==> src/rtl/fxp8s_pe_seq.sv <==
`default_nettype none
// +--------------------------------------------------------------------------+
// | Module      : fxp8s_pe_seq                                               |
// | Description : Upstream sequencer for one fxp8s processing element.       |
// |               Takes a byte stream of 3 row operands followed by col_len  |
// |               column operands. It clears the PE, loads the row buffer,   |
// |               and streams the columns for multiply-accumulate. It then   |
// |               waits DRAIN_CYC cycles for the PE pipeline to empty, reads |
// |               the accumulator and returns it on a valid/ready port.      |
// |               All data is 8-bit two's complement, 4.3 fixed point.       |
// | Ports       : clk, rst                   clock / sync active-high reset  |
// |               start, col_len, busy       job control                     |
// |               s_data, s_valid, s_ready   operand stream in               |
// |               pe_rstn, pe_in_row, pe_en_in, pe_in_data,                  |
// |               pe_en_out, pe_out_data     PE control / data               |
// |               res_data, res_valid, res_ready  result out                 |
// | Revision    : 1.0  initial release                                       |
// +--------------------------------------------------------------------------+
module fxp8s_pe_seq #(
   parameter int CW        = 4,
   parameter int DRAIN_CYC = 4
) (
   input  logic          clk,
   input  logic          rst,
   input  logic          start,
   input  logic [CW-1:0] col_len,
   output logic          busy,
   input  logic [7:0]    s_data,
   input  logic          s_valid,
   output logic          s_ready,
   output logic          pe_rstn,
   output logic          pe_in_row,
   output logic          pe_en_in,
   output logic [7:0]    pe_in_data,
   output logic          pe_en_out,
   input  logic [7:0]    pe_out_data,
   output logic [7:0]    res_data,
   output logic          res_valid,
   input  logic          res_ready
);

   localparam int              c_DW         = (DRAIN_CYC > 1) ? $clog2(DRAIN_CYC) : 1;
   localparam logic [c_DW-1:0] c_DRAIN_LAST = c_DW'(DRAIN_CYC - 1);

   typedef enum logic [2:0] {
      S_IDLE   = 3'd0,
      S_CLR    = 3'd1,
      S_LOAD   = 3'd2,
      S_STREAM = 3'd3,
      S_DRAIN  = 3'd4,
      S_READ   = 3'd5,
      S_RESULT = 3'd6
   } state_t;

   state_t          r_state;
   state_t          w_state_nxt;
   logic [CW-1:0]   r_col_len;
   logic [1:0]      r_load_cnt;
   logic [CW-1:0]   r_col_cnt;
   logic [c_DW-1:0] r_drain_cnt;
   logic            r_pe_en_in;
   logic            r_pe_in_row;
   logic [7:0]      r_pe_in_data;
   logic [7:0]      r_res_data;
   logic            w_s_ready;
   logic            w_beat;

   // Next-state and state-decoded outputs.
   always_comb begin
      w_state_nxt = r_state;
      w_s_ready   = 1'b0;
      busy        = 1'b1;
      pe_en_out   = 1'b0;
      res_valid   = 1'b0;
      case (r_state)
         S_IDLE: begin
            busy = 1'b0;
            if (start) w_state_nxt = S_CLR;
         end
         S_CLR: w_state_nxt = S_LOAD;
         S_LOAD: begin
            w_s_ready = 1'b1;
            if (s_valid && r_load_cnt == 2'd2)
               w_state_nxt = (r_col_len == '0) ? S_DRAIN : S_STREAM;
         end
         S_STREAM: begin
            w_s_ready = 1'b1;
            if (s_valid && r_col_cnt == r_col_len - CW'(1))
               w_state_nxt = S_DRAIN;
         end
         // DRAIN is entered right after the last beat is accepted, so its
         // first cycle is the one in which that beat is presented to the PE.
         S_DRAIN: if (r_drain_cnt == c_DRAIN_LAST) w_state_nxt = S_READ;
         S_READ: begin
            pe_en_out   = 1'b1;
            w_state_nxt = S_RESULT;
         end
         S_RESULT: begin
            res_valid = 1'b1;
            if (res_ready) w_state_nxt = S_IDLE;
         end
         default: w_state_nxt = S_IDLE;
      endcase
   end

   assign w_beat  = s_valid & w_s_ready;
   assign s_ready = w_s_ready;
   // The PE is held in clear during reset as well as for the CLR cycle.
   assign pe_rstn = ~(rst | (r_state == S_CLR));

   always_ff @(posedge clk) begin
      if (rst) begin
         r_state      <= S_IDLE;
         r_col_len    <= '0;
         r_load_cnt   <= '0;
         r_col_cnt    <= '0;
         r_drain_cnt  <= '0;
         r_pe_en_in   <= 1'b0;
         r_pe_in_row  <= 1'b0;
         r_pe_in_data <= '0;
         r_res_data   <= '0;
      end else begin
         r_state     <= w_state_nxt;
         r_pe_en_in  <= w_beat;
         r_pe_in_row <= w_beat && (r_state == S_LOAD);
         if (w_beat) r_pe_in_data <= s_data;
         case (r_state)
            S_IDLE:   if (start) r_col_len <= col_len;
            S_CLR: begin
               r_load_cnt  <= '0;
               r_col_cnt   <= '0;
               r_drain_cnt <= '0;
            end
            S_LOAD:   if (w_beat) r_load_cnt <= r_load_cnt + 2'd1;
            S_STREAM: if (w_beat) r_col_cnt <= r_col_cnt + CW'(1);
            S_DRAIN:  r_drain_cnt <= r_drain_cnt + c_DW'(1);
            S_READ:   r_res_data <= pe_out_data;
            default:  ;
         endcase
      end
   end

   assign pe_en_in   = r_pe_en_in;
   assign pe_in_row  = r_pe_in_row;
   assign pe_in_data = r_pe_in_data;
   assign res_data   = r_res_data;

endmodule
`default_nettype wire

==> config.mk <==
export PLATFORM = sky130hd
export DESIGN_NAME = fxp8s_pe_seq
export DESIGN_NICKNAME = d
export VERILOG_FILES = /design/src/rtl/fxp8s_pe_seq.sv
export SDC_FILE = /design/constraint.sdc
export NUM_CORES = 1
export LEC_CHECK = 0
export CORE_UTILIZATION = 40
export DETAILED_ROUTE_END_ITERATION = 16
export MAX_ROUTING_LAYER = met4
export PLACE_DENSITY = 0.71
export SLEW_MARGIN = 10
export SYNTH_ARGS = -nofsm -noshare
export SYNTH_HDL_FRONTEND = slang
export SYNTH_SLANG_ARGS = --single-unit
==> constraint.sdc <==
create_clock -name clk -period 3 [get_ports clk]
set_input_delay 0.6 -clock clk [delete_from_list [all_inputs] [get_ports clk]]
set_output_delay 0.6 -clock clk [all_outputs]
set_load 0.05 [all_outputs]
== Yosys cells after proc, flatten, opt, wreduce, memory -nomap -nowiden ==
Cells that the tools add are included.

* Output and inout bits: 23
* Latch bits: 0
* Input bits: 25
* Register bits after elaboration: 33
* Logic and storage cells: 61
* Memory bits (read-only): 0
* Memories kept: 0
* Bits in writable memories: 0

* Shift operators: 0
* Multipliers: 0
* Equality and inequality tests: 16
* Add/subtract/negate cells: 4
* Multiplexer cells: 16
* Divide/modulo/power cells: 0
* Bitwise operators: 3
* Reductions and logical operators: 13
* Order comparisons: 0

{| class="wikitable"
|+ Operators by type and width
! operator !! number
|-
| case mux 3 bit (7 select lines) || 1
|-
| two-way mux 3 bit || 6
|-
| inequality test 2 bit, second input constant || 7
|-
| == test 3 bit, second input constant || 3
|-
| case mux 2 bit (2 select lines) || 2
|-
| case mux 4 bit (2 select lines) || 1
|-
| == test 3 x 2 -> 1 bit, second input constant || 2
|-
| AND reduction 2 bit || 3
|-
| nonzero test 2 bit || 3
|-
| AND reduction 5 bit || 1
|-
| adder 2 x 1 -> 2 bit, second input constant || 2
|-
| adder 4 x 1 -> 4 bit, second input constant || 1
|-
| == test 2 bit, second input constant || 2
|-
| == test 4 bit || 1
|-
| logical NOT 4 bit || 1
|-
| two-way mux 1 bit || 4
|-
| two-way mux 4 bit || 1
|-
| subtractor 4 x 1 -> 4 bit, second input constant || 1
|-
| == test 3 x 1 -> 1 bit, second input constant || 1
|-
| logical AND 1 bit || 3
|-
| logical NOT 3 bit || 1
|-
| two-way mux 2 bit || 1
|-
| OR reduction 2 bit || 1
|-
| bitwise AND 1 bit || 1
|-
| other kinds (2) || 2
|}

== Logic depth before layout (Yosys ltp) ==
* Word-level depth: 6
* Depth in mapped cells: 6
* Depth with buffers taken out: 6

== Least setup slack after synthesis ==
Ideal clock, no wire load.

* Path type: register to output
* From: register r_state[1]
* To: output pe_rstn
* Stages on the path, launching flop included: 5
* Arrival time: 1.247 ns
* Data required time: 2.400 ns
* Slack: 1.153 ns
* Path buffers: 2
* Cell sequence: dfxtp_1 > buf_4 > clkbuf_1 > o31ai_1 > inv_1

* Cells in the longest elaborated chain, start to end: 3

{| class="wikitable"
|+ Ends and longest elaborated chain
! what !! line !! text
|-
| start: declaration || 55 || <nowiki>state_t r_state;</nowiki>
|-
| start signal: assignment || 123 || <nowiki>r_state <= w_state_nxt;</nowiki>
|-
| == test 3 x 1 -> 1 bit || 109 || <nowiki>assign pe_rstn = ~(rst | (r_state == S_CLR));</nowiki>
|-
| OR 1 bit || 109 ||
|-
| inverter 1 bit || 109 ||
|-
| end: declaration || 31 || <nowiki>output logic pe_rstn,</nowiki>
|}

Every way passes these cells.

== Worst setup path after layout ==
* From: register r_state[0]
* To: output pe_en_out

* Cells in the longest elaborated chain, start to end: 2

{| class="wikitable"
|+ Ends and longest elaborated chain
! what !! line !! text
|-
| == test 3 bit || 75 || <nowiki>case (r_state)</nowiki>
|-
| two-way mux 1 bit || 75 ||
|-
| end: declaration || 35 || <nowiki>output logic pe_en_out,</nowiki>
|}

Every way passes these cells.

==> qor.yml <==
status: "complete, no violations"
dp.cells: 273
die_h_um: 63.68
num_vias: 1398
grt-ovfl-total: 0
die_x_um: 63.68
hold_buffers: 0
clockBufferDepth: 2
ys.flop_type: "dfxtp_1"
fin_area_sq_mm: 0.002122
io_buffers: 47
coreArea_sq_mm: 0.003661
vdd_drop_max_mv: 0.3865
ys_ff_latch: 33
p_seq_share_pct: 35.8
cp_max_fo: 14
grt_pass1_wl_um: 5499
crit_path_end_kind: "output pin"
wire_per_inst_um: 12.13
ant_nets: 0
cap_violations: 0
ys_seq_area_share_pct: 43.42
crit_arrival_ns: 2.07
insertedDiodeCount: 0
netSwitchingFraction_pct: 40.31
internal-power_mw: 0.9529
io_pins: 48
vias_per_cell: 4.993
synth.distinct_cells: 39
cts_buffers: 5
yosys_warnings: 0
gp_congestion: 0.8323
clockPowerShare_pct: 20.8
final_cells: 280
numClockSinks: 33
netlist.area_leader.share_pct: 43.42
grtUsageTotal_pct: 17.76
cts_resized: 0
hold_viol: 0
p_switching_mw: 0.6435
drtIter0Drc: 31
clk_pin_slew_ns: 0.07
hp-start: "pe_in_data[6]"
p_per_area_mw_per_mm2: 752.3
wl_um: 3395
clock_latency_ns: 0.28
setup_viol: 0
worst_slew_pin_slew_ns: 0.6550
async_reset_ff_share_pct: 0
critPathKind: "flip-flop to output pin"
synthTopCellsByCount: "33 x dfxtp_1, 27 x nand2_1, 20 x a21oi_1, 16 x nor2_1, 13 x nand3_1"
setup_tns_ns: 0
htreeDepth: 2
tritoncts: "yes"
cts_setup_buffers: 0
startpoint: "r_state[0]"
num-fill-cells: 345
drive_gt1_share_pct: 6.897
pwr-share-comb_pct: 43.4
crit_path_start_kind: "flip-flop"
hpwl_um: 2387
relSlewSlack_pct: 56.22
multiInputGateArea_sq_um: 778.2
fin_crit_sh_pct: 88.91
drc: 0
synth_most_common_cell: "dfxtp_1"
crit_required_ns: 2.40
drv_slew: 0
area_growth_syn_to_layout_pct: 39.47
synth_edf_count: 0
synth_fp_nets: 214
die-area_sq_mm: 0.004055
leakagePower_nw: 0.7936
antenna_found_initial: 0
avgSynthCellArea_sq_um: 8.269
grt_max_degree: 32
start_util_pct: 41.56
nets: 262
dpl_cell_area_sq_mm: 0.002036
seq_area_sq_um: 660.6
grt_pass1_vias: 1272
cts-root-buf: "clkbuf_8"
fin_crit_ns: 2.667
hold_path.class: "flip-flop to flip-flop"
rsz0062_at_grt: "false"
num_rows: 22
holdWs_ns: 0.4530
reg2reg_from: "r_state[0]"
clock-skew-final_ns: 0.007300
synth_area_leader_cell: "dfxtp_1"
synth_area_sq_mm: 0.001521
syn_inst: 184
synth_area_leaders: "dfxtp_1 43%, nand2_1 6.7%, a21oi_1 6.6%"
fmax_ghz: 0.3749
drtPass1Iterations: 4
==> flip-flops by register name, summed over array words and instances (netlist names) <==
register	cells
r_state	3
r_load_cnt	2
pe_in_data	8
res_data	8
r_col_len	4
pe_en_in	1
r_col_cnt	4
r_drain_cnt	2
pe_in_row	1
==> cells in the final DEF, fill, tap and decap left out, types with 2 or more instances in the layout <==
master,count
nor2_1,16
nor2b_1,2
nand2_1,27
a22oi_1,3
nor3_1,3
buf_4,7
a21oi_1,20
or3_1,2
xor2_1,4
xnor2_1,4
ha_1,5
o21ai_0,6
mux2i_1,5
nand2b_1,2
dfxtp_1,33
clkbuf_8,6
nand3b_1,2
and2_1,2
nand3_1,13
clkdlybuf4s50_1,45
inv_1,7
==> power groups by stage <==
stage | combinational (mW) | clock [mW] | sequential [mW]
2_1_floorplan | 0.459 | 0 | 0.615
3_3_place_gp | 0.691 | 0 | 0.576
3_5_place_dp | 0.693 | 0 | 0.578
4_1_cts | 0.697 | 0.337 | 0.570
5_1_grt | 0.756 | 0.363 | 0.581
6_report | 0.693 | 0.332 | 0.571
==> cells by family (layout without fill, tap and decap cells) <==
group | after synthesis | after routing | share of synthesized area, %
muxes | 5 | 5 | 3.290
DFF | 33 | 33 | 43.42
AOI/OAI and AO/OA | 38 | 38 | 15.38
buffers and inverters | 20 | 68 | 5.427
adders and majority gates | 5 | 5 | 4.112
and+or+nand+nor | 75 | 75 | 23.77
xor gates and xnor gates | 8 | 8 | 4.605
==> worst max-delay path, cell delays in order, from the launching register on <==
cell and delay, ns:
dfxtp_1 0.63, nand3b_1 0.16, clkinv_1 0.17, clkdlybuf4s50_1 0.82
==> worst paths after layout <==
kind / end / slack [ns] / cells after the start
worst max-delay path: pe_en_out / 0.33 / 3
worst min-delay path: pe_in_data[6] / 0.45 / 2
worst max register to register: r_col_cnt[2] / 1.28 / 4
worst min register to register: pe_in_data[6] / 0.45 / 2
==> stage by stage <==
step	util (%)	worst slack, ns	total power [mW]
final	57.96	0.3328	1.596
after global routing	57.96	0.1738	1.700
after CTS	57.96	0.3262	1.604
after detailed placement	55.60	0.6273	1.271
after global placement	55.60	0.6548	1.267
after floorplan	-	1.153	1.074
==> routing by layer <==
metal  up-vias  GRT usage (%)  routed length [um]
li1        724              -                   -
met1       637          20.31                1565
met2        33          29.65                1613
met3         4          4.167                 175
met4         0          7.102                  41
met5         -              -                   0
==> cell type report <==
class / instances / area share, %
clock buffers: 7 / 4.068
inverters: 9 / 1.592
multi-input cells: 131 / 36.67
flip-flops and latches: 33 / 31.13
well taps: 48 / 2.830
repair buffers: 52 / 23.70
Note: power is estimated with default switching activity, not from simulation.
==> RTL edit 1: new RTL, same settings <==
Set the parameter `CW` to 3 (it was 4).
--- a/src/rtl/fxp8s_pe_seq.sv
+++ b/src/rtl/fxp8s_pe_seq.sv
@@ -17,7 +17,7 @@
 // | Revision    : 1.0  initial release                                       |
 // +--------------------------------------------------------------------------+
 module fxp8s_pe_seq #(
-   parameter int CW        = 4,
+   parameter int CW        = 3,
    parameter int DRAIN_CYC = 4
 ) (
    input  logic          clk,
Ports: changed (resized col_len); port bits go from 48 to 47. No check against the original RTL was run, so the function may have changed too.
==> RTL edit 1 against the original RTL <==
  * Area after synthesis is 3.3% lower
  * Cell area is 2.2% lower
  * Sequential cell count is 2 lower
  * Largest cell class unchanged
  * Highest routed layer unchanged
  * Sequential share of layout area is 1.2 points lower
  * Worst setup slack worse by 0.12 ns
  * Wire length is 5.3% higher
  * Via count is 0.86% lower
  * First-iteration DRC count is 52% higher
Power is not compared: it rests on default switching activity, and its combinational part moved more than twofold at a synthesized area within 25%.
==> RTL edit 1: results (changes against the original RTL) <==
[status]
status=finished, final reports clean

[hold_path]
min_path_type=reg2reg
holdCritStartpoint=pe_in_data[2]$_SDFFE_PP0P_
hold-path-endpoint=pe_in_data[2]$_SDFFE_PP0P_
hold_depth=2  ; unchanged

[detailed_routing]
dr.first_iter.drc_count=47  ; +52%
wire_per_inst_um=13.2  ; +8.8%
wl_um=3570  ; +5.3%
first_pass_iters=4  ; unchanged
viasPerCell=5.11  ; +2.4%

[layout]
diodes=0  ; unchanged
nets=253  ; -3.4%
layout-drive-gt1-share_pct=5.78  ; -1.1 points
nFillCells=308  ; -11%
multiInputGateArea_um2=767  ; -1.4%

[setup_path]
max_stage_delay_ns=0.87  ; +0.05 ns
r2r_cells=3  ; -1
r2r_slack_ns=1.22  ; -0.06 ns
crit_path_max_fanout=18  ; +4
reg2reg_from=r_state[0]$_SDFFE_PP0P_
r2r_end=r_state[0]$_SDFFE_PP0P_

[clocking]
clockBufferDepth=2  ; unchanged
clk_pin_slew_ns=0.06
post_cts_buffers=0  ; unchanged
ctsHtreeMaxLevel=2  ; unchanged

[place]
globalplace.congestion=0.884  ; +6.2%
place_inst=263  ; -3.7%
hpwl_um=2580  ; +8.1%
dp_slack_ns=0.529  ; -0.0986 ns
placed_area_um2=1980  ; -3.0%
numPortBuffers=46  ; -2.1%

[power]
vdd_drop_max_v=0.000253
p_leak_nw=0.733
power_switching_uw=267

[timing]
fin_skew_ns=0.00451  ; -0.00279 ns
tightest_slew_ns=0.733  ; +0.0780 ns
period_needed_ns=2.79  ; +0.124 ns
tns_ns=0  ; unchanged
whs_ns=0.452  ; -0.000695 ns

[yosys]
ys_seq_area_share_pct=42.2  ; -1.2 points
synthTopCellsByArea=dfxtp_1 42%, a21oi_1 8.2%, nand2_1 7.7%
avgSynthCellArea_um2=8.17  ; -1.1%
synth_commonest_cells=31 x dfxtp_1, 30 x nand2_1, 24 x a21oi_1
synth_cell_types=37  ; -5.1%
synth_fp_nets=209  ; -2.3%
async_flop_share_pct=0  ; unchanged

[grt]
antenna_found_initial=0  ; unchanged
grt_pass1_vias=1384  ; +8.8%
track_usage_pct=20.6  ; +2.8 points
grt_max_degree=25  ; -22%
grt_pass1_wl_um=6110  ; +11%

## RTL edit 1: cell count changes after synthesis, moves of 3 or more
cell	before	now
a21oi_1	20	24
a22oi_1	3	0
nand2_1	27	30
nand3_1	13	9
nor2_1	16	6
o2bb2ai_1	0	3
xor2_1	4	0
## RTL edit 1: logic make-up (layout without fill, tap and decap cells)
group                    Yosys count  in the layout  share of synthesized area (%)
buffers and inverters             21             66                           5.70
adder cells (fa/ha/maj)            5              5                           4.25
AND/OR/NAND/NOR                   73             73                           25.9
flip-flops                        31             31                           42.2
multiplexers                       5              5                           3.40
AO/OA/AOI/OAI                     42             42                           16.8
XOR/XNOR                           3              3                           1.79
## RTL edit 1: per-layer routing
layer | up-vias | track usage (%) | share of wire [%]
li1 | 702 | - | -
met1 | 629 | 22.1 | 43
met2 | 49 | 34.2 | 48
met3 | 6 | 7.12 | 6.9
met4 | 0 | 9.01 | 1.8
met5 | - | - | 0
## RTL edit 1: worst max path at each step
stage	start	end
2_1_floorplan	rst	pe_rstn
3_5_place_dp	r_state[1]$_SDFFE_PP0P_	s_ready
5_1_grt	r_state[1]$_SDFFE_PP0P_	res_valid
4_1_cts	r_state[1]$_SDFFE_PP0P_	s_ready
6_report	r_state[1]$_SDFFE_PP0P_	s_ready
3_3_place_gp	r_state[1]$_SDFFE_PP0P_	res_valid
## RTL edit 1: final cells by class
class	instances	share of cell area (%)
clock buffer	8	4.82
inverter	8	1.45
multi-input combinational	128	37.0
sequential	31	29.9
tap	46	2.77
timing repair buffer	50	24.1
## RTL edit 1: power groups by stage
stage	registers [mW]	logic, mW	clock network, mW
5_1_grt	0.448	0.198	0.386
3_3_place_gp	0.452	0.178	0
2_1_floorplan	0.455	0.111	0
6_report	0.445	0.182	0.356
4_1_cts	0.445	0.183	0.365
3_5_place_dp	0.454	0.182	0
==> RTL edit 2: new RTL, same flow settings <==
Without the edit above. Re-encode `state_t` (7 states) as one-hot, 7 bits wide.
--- a/src/rtl/fxp8s_pe_seq.sv
+++ b/src/rtl/fxp8s_pe_seq.sv
@@ -42,14 +42,14 @@
    localparam int              c_DW         = (DRAIN_CYC > 1) ? $clog2(DRAIN_CYC) : 1;
    localparam logic [c_DW-1:0] c_DRAIN_LAST = c_DW'(DRAIN_CYC - 1);
 
-   typedef enum logic [2:0] {
-      S_IDLE   = 3'd0,
-      S_CLR    = 3'd1,
-      S_LOAD   = 3'd2,
-      S_STREAM = 3'd3,
-      S_DRAIN  = 3'd4,
-      S_READ   = 3'd5,
-      S_RESULT = 3'd6
+   typedef enum logic [6:0] {
+      S_IDLE   = 7'b0000001,
+      S_CLR    = 7'b0000010,
+      S_LOAD   = 7'b0000100,
+      S_STREAM = 7'b0001000,
+      S_DRAIN  = 7'b0010000,
+      S_READ   = 7'b0100000,
+      S_RESULT = 7'b1000000
    } state_t;
 
    state_t          r_state;
Formal check against the unedited RTL: same outputs for any inputs over 10 cycles, from zero or initial values and one cycle with rst high; not proved beyond that.
==> RTL edit 2 against the original RTL <==
  * Cell area rose by 11%
  * Wire length is 6.7% higher
  * Die area rose by 15%
  * Hold slack worse by 0.0033 ns
  * Non-clock buffer count shrank 4
  * Area after synthesis grew 15%
  * Cell count up 4.3%
  * Worst setup slack got worse by 0.098 ns
  * Sequential cell count rose by 4
  * First-iteration DRC count increased by 39%
  * Largest cell class unchanged
  * Highest routed layer unchanged
Power is not compared: it rests on default switching activity, and its combinational part moved more than twofold at a synthesized area within 25%.
==> RTL edit 2: results (changes against the original RTL) <==
[status]
status=finished, final reports clean

[detailed_routing]
met1_length_um=1640  ; +5.0%
dr.first_iter.drc_count=43  ; +39%
wl_met3_um=225  ; +29%
wl_met2_um=1720  ; +6.6%

[place]
place_inst=284  ; +4.0%
placed_area_um2=2260  ; +11%
hpwl_um=2490  ; +4.2%
globalplace.congestion=0.841  ; +1.1%

[layout]
nMultiInputCombCells=146  ; +11%
nFillCells=373  ; +8.1%
seqCellArea_um2=741  ; +12%
nonClkBufAreaFrac_pct=20.6  ; -3.2 points
inverters=3  ; -6

[yosys]
syn_inst=196  ; +6.5%
synthTopCellsByArea=dfxtp_1 42%, mux2i_1 7.4%, nor2_1 6.0%
synth_fp_nets=226  ; +5.6%
synth_fa_ha_area_share_pct=3.56  ; -0.55 points
synth_mux_area_share_pct=7.41  ; +4.1 points
synth_commonest_cells=37 x dfxtp_1, 28 x nor2_1, 24 x nand2_1
synth_cell_types=41  ; +5.1%

[grt]
grt_util_met3_pct=7.83  ; +3.7 points
grt_max_degree=38  ; +19%
met1_usage_pct=19.1  ; -1.2 points
grt_pass1_wl_um=5600  ; +1.9%
grt_use_met2_pct=27.6  ; -2.1 points
grt_pass1_vias=1285  ; +1.0%

[setup_path]
r2r_end=pe_in_data[6]$_SDFFE_PP0P_
reg2reg_from=r_state[0]$_SDFFE_PP1P_
r2r_cells=5  ; +1
crit_path_start=r_state[6]$_SDFFE_PP0P_
crit_path_max_fanout=9  ; -5
max_stage_delay_ns=0.71  ; -0.11 ns
cp_slowest_cell=or4_1
r2r_slack_ns=0.81  ; -0.47 ns

[hold_path]
hold-path-endpoint=res_data[7]$_SDFFE_PP0P_
holdCritStartpoint=res_data[7]$_SDFFE_PP0P_

[timing]
whs_ns=0.450  ; -0.00328 ns
fin_skew_ns=0.00657  ; -0.000732 ns
slew_headroom_pct=47.4  ; -8.9 points

RTL edit 2: changes by cell type after synthesis, sizes merged, moves of 3 or more:
cell / before / now
or2b: 0 / 3
inv: 8 / 3
nor4: 0 / 3
mux2i: 5 / 13
dfxtp: 33 / 37
nand4: 0 / 4
nand3: 13 / 8
nand2: 27 / 24
a31oi: 0 / 3
or3b: 0 / 3
a21oi: 20 / 15
nor2: 16 / 28
o21ai: 6 / 2
RTL edit 2: timing repair:
item	CTS	global route
endpoints found under the setup margin	0	1
gates resized for setup	0	1
hold buffers	0	0
RTL edit 2: stage by stage:
stage | setup slack (ns) | utilization (%)
4_1_cts | 0.0482 | 57.3
2_1_floorplan | 0.0346 | -
3_3_place_gp | 0.433 | 54.9
5_1_grt | 0.0851 | 57.4
3_5_place_dp | 0.388 | 54.9
6_report | 0.235 | 57.4
RTL edit 2: power breakdown:
part           internal [mW]  switching (mW)  total (mW)
sequential             0.510          0.0365       0.546
combinational          0.123           0.140       0.263
clock                  0.208           0.179       0.387
total                  0.841           0.356        1.20
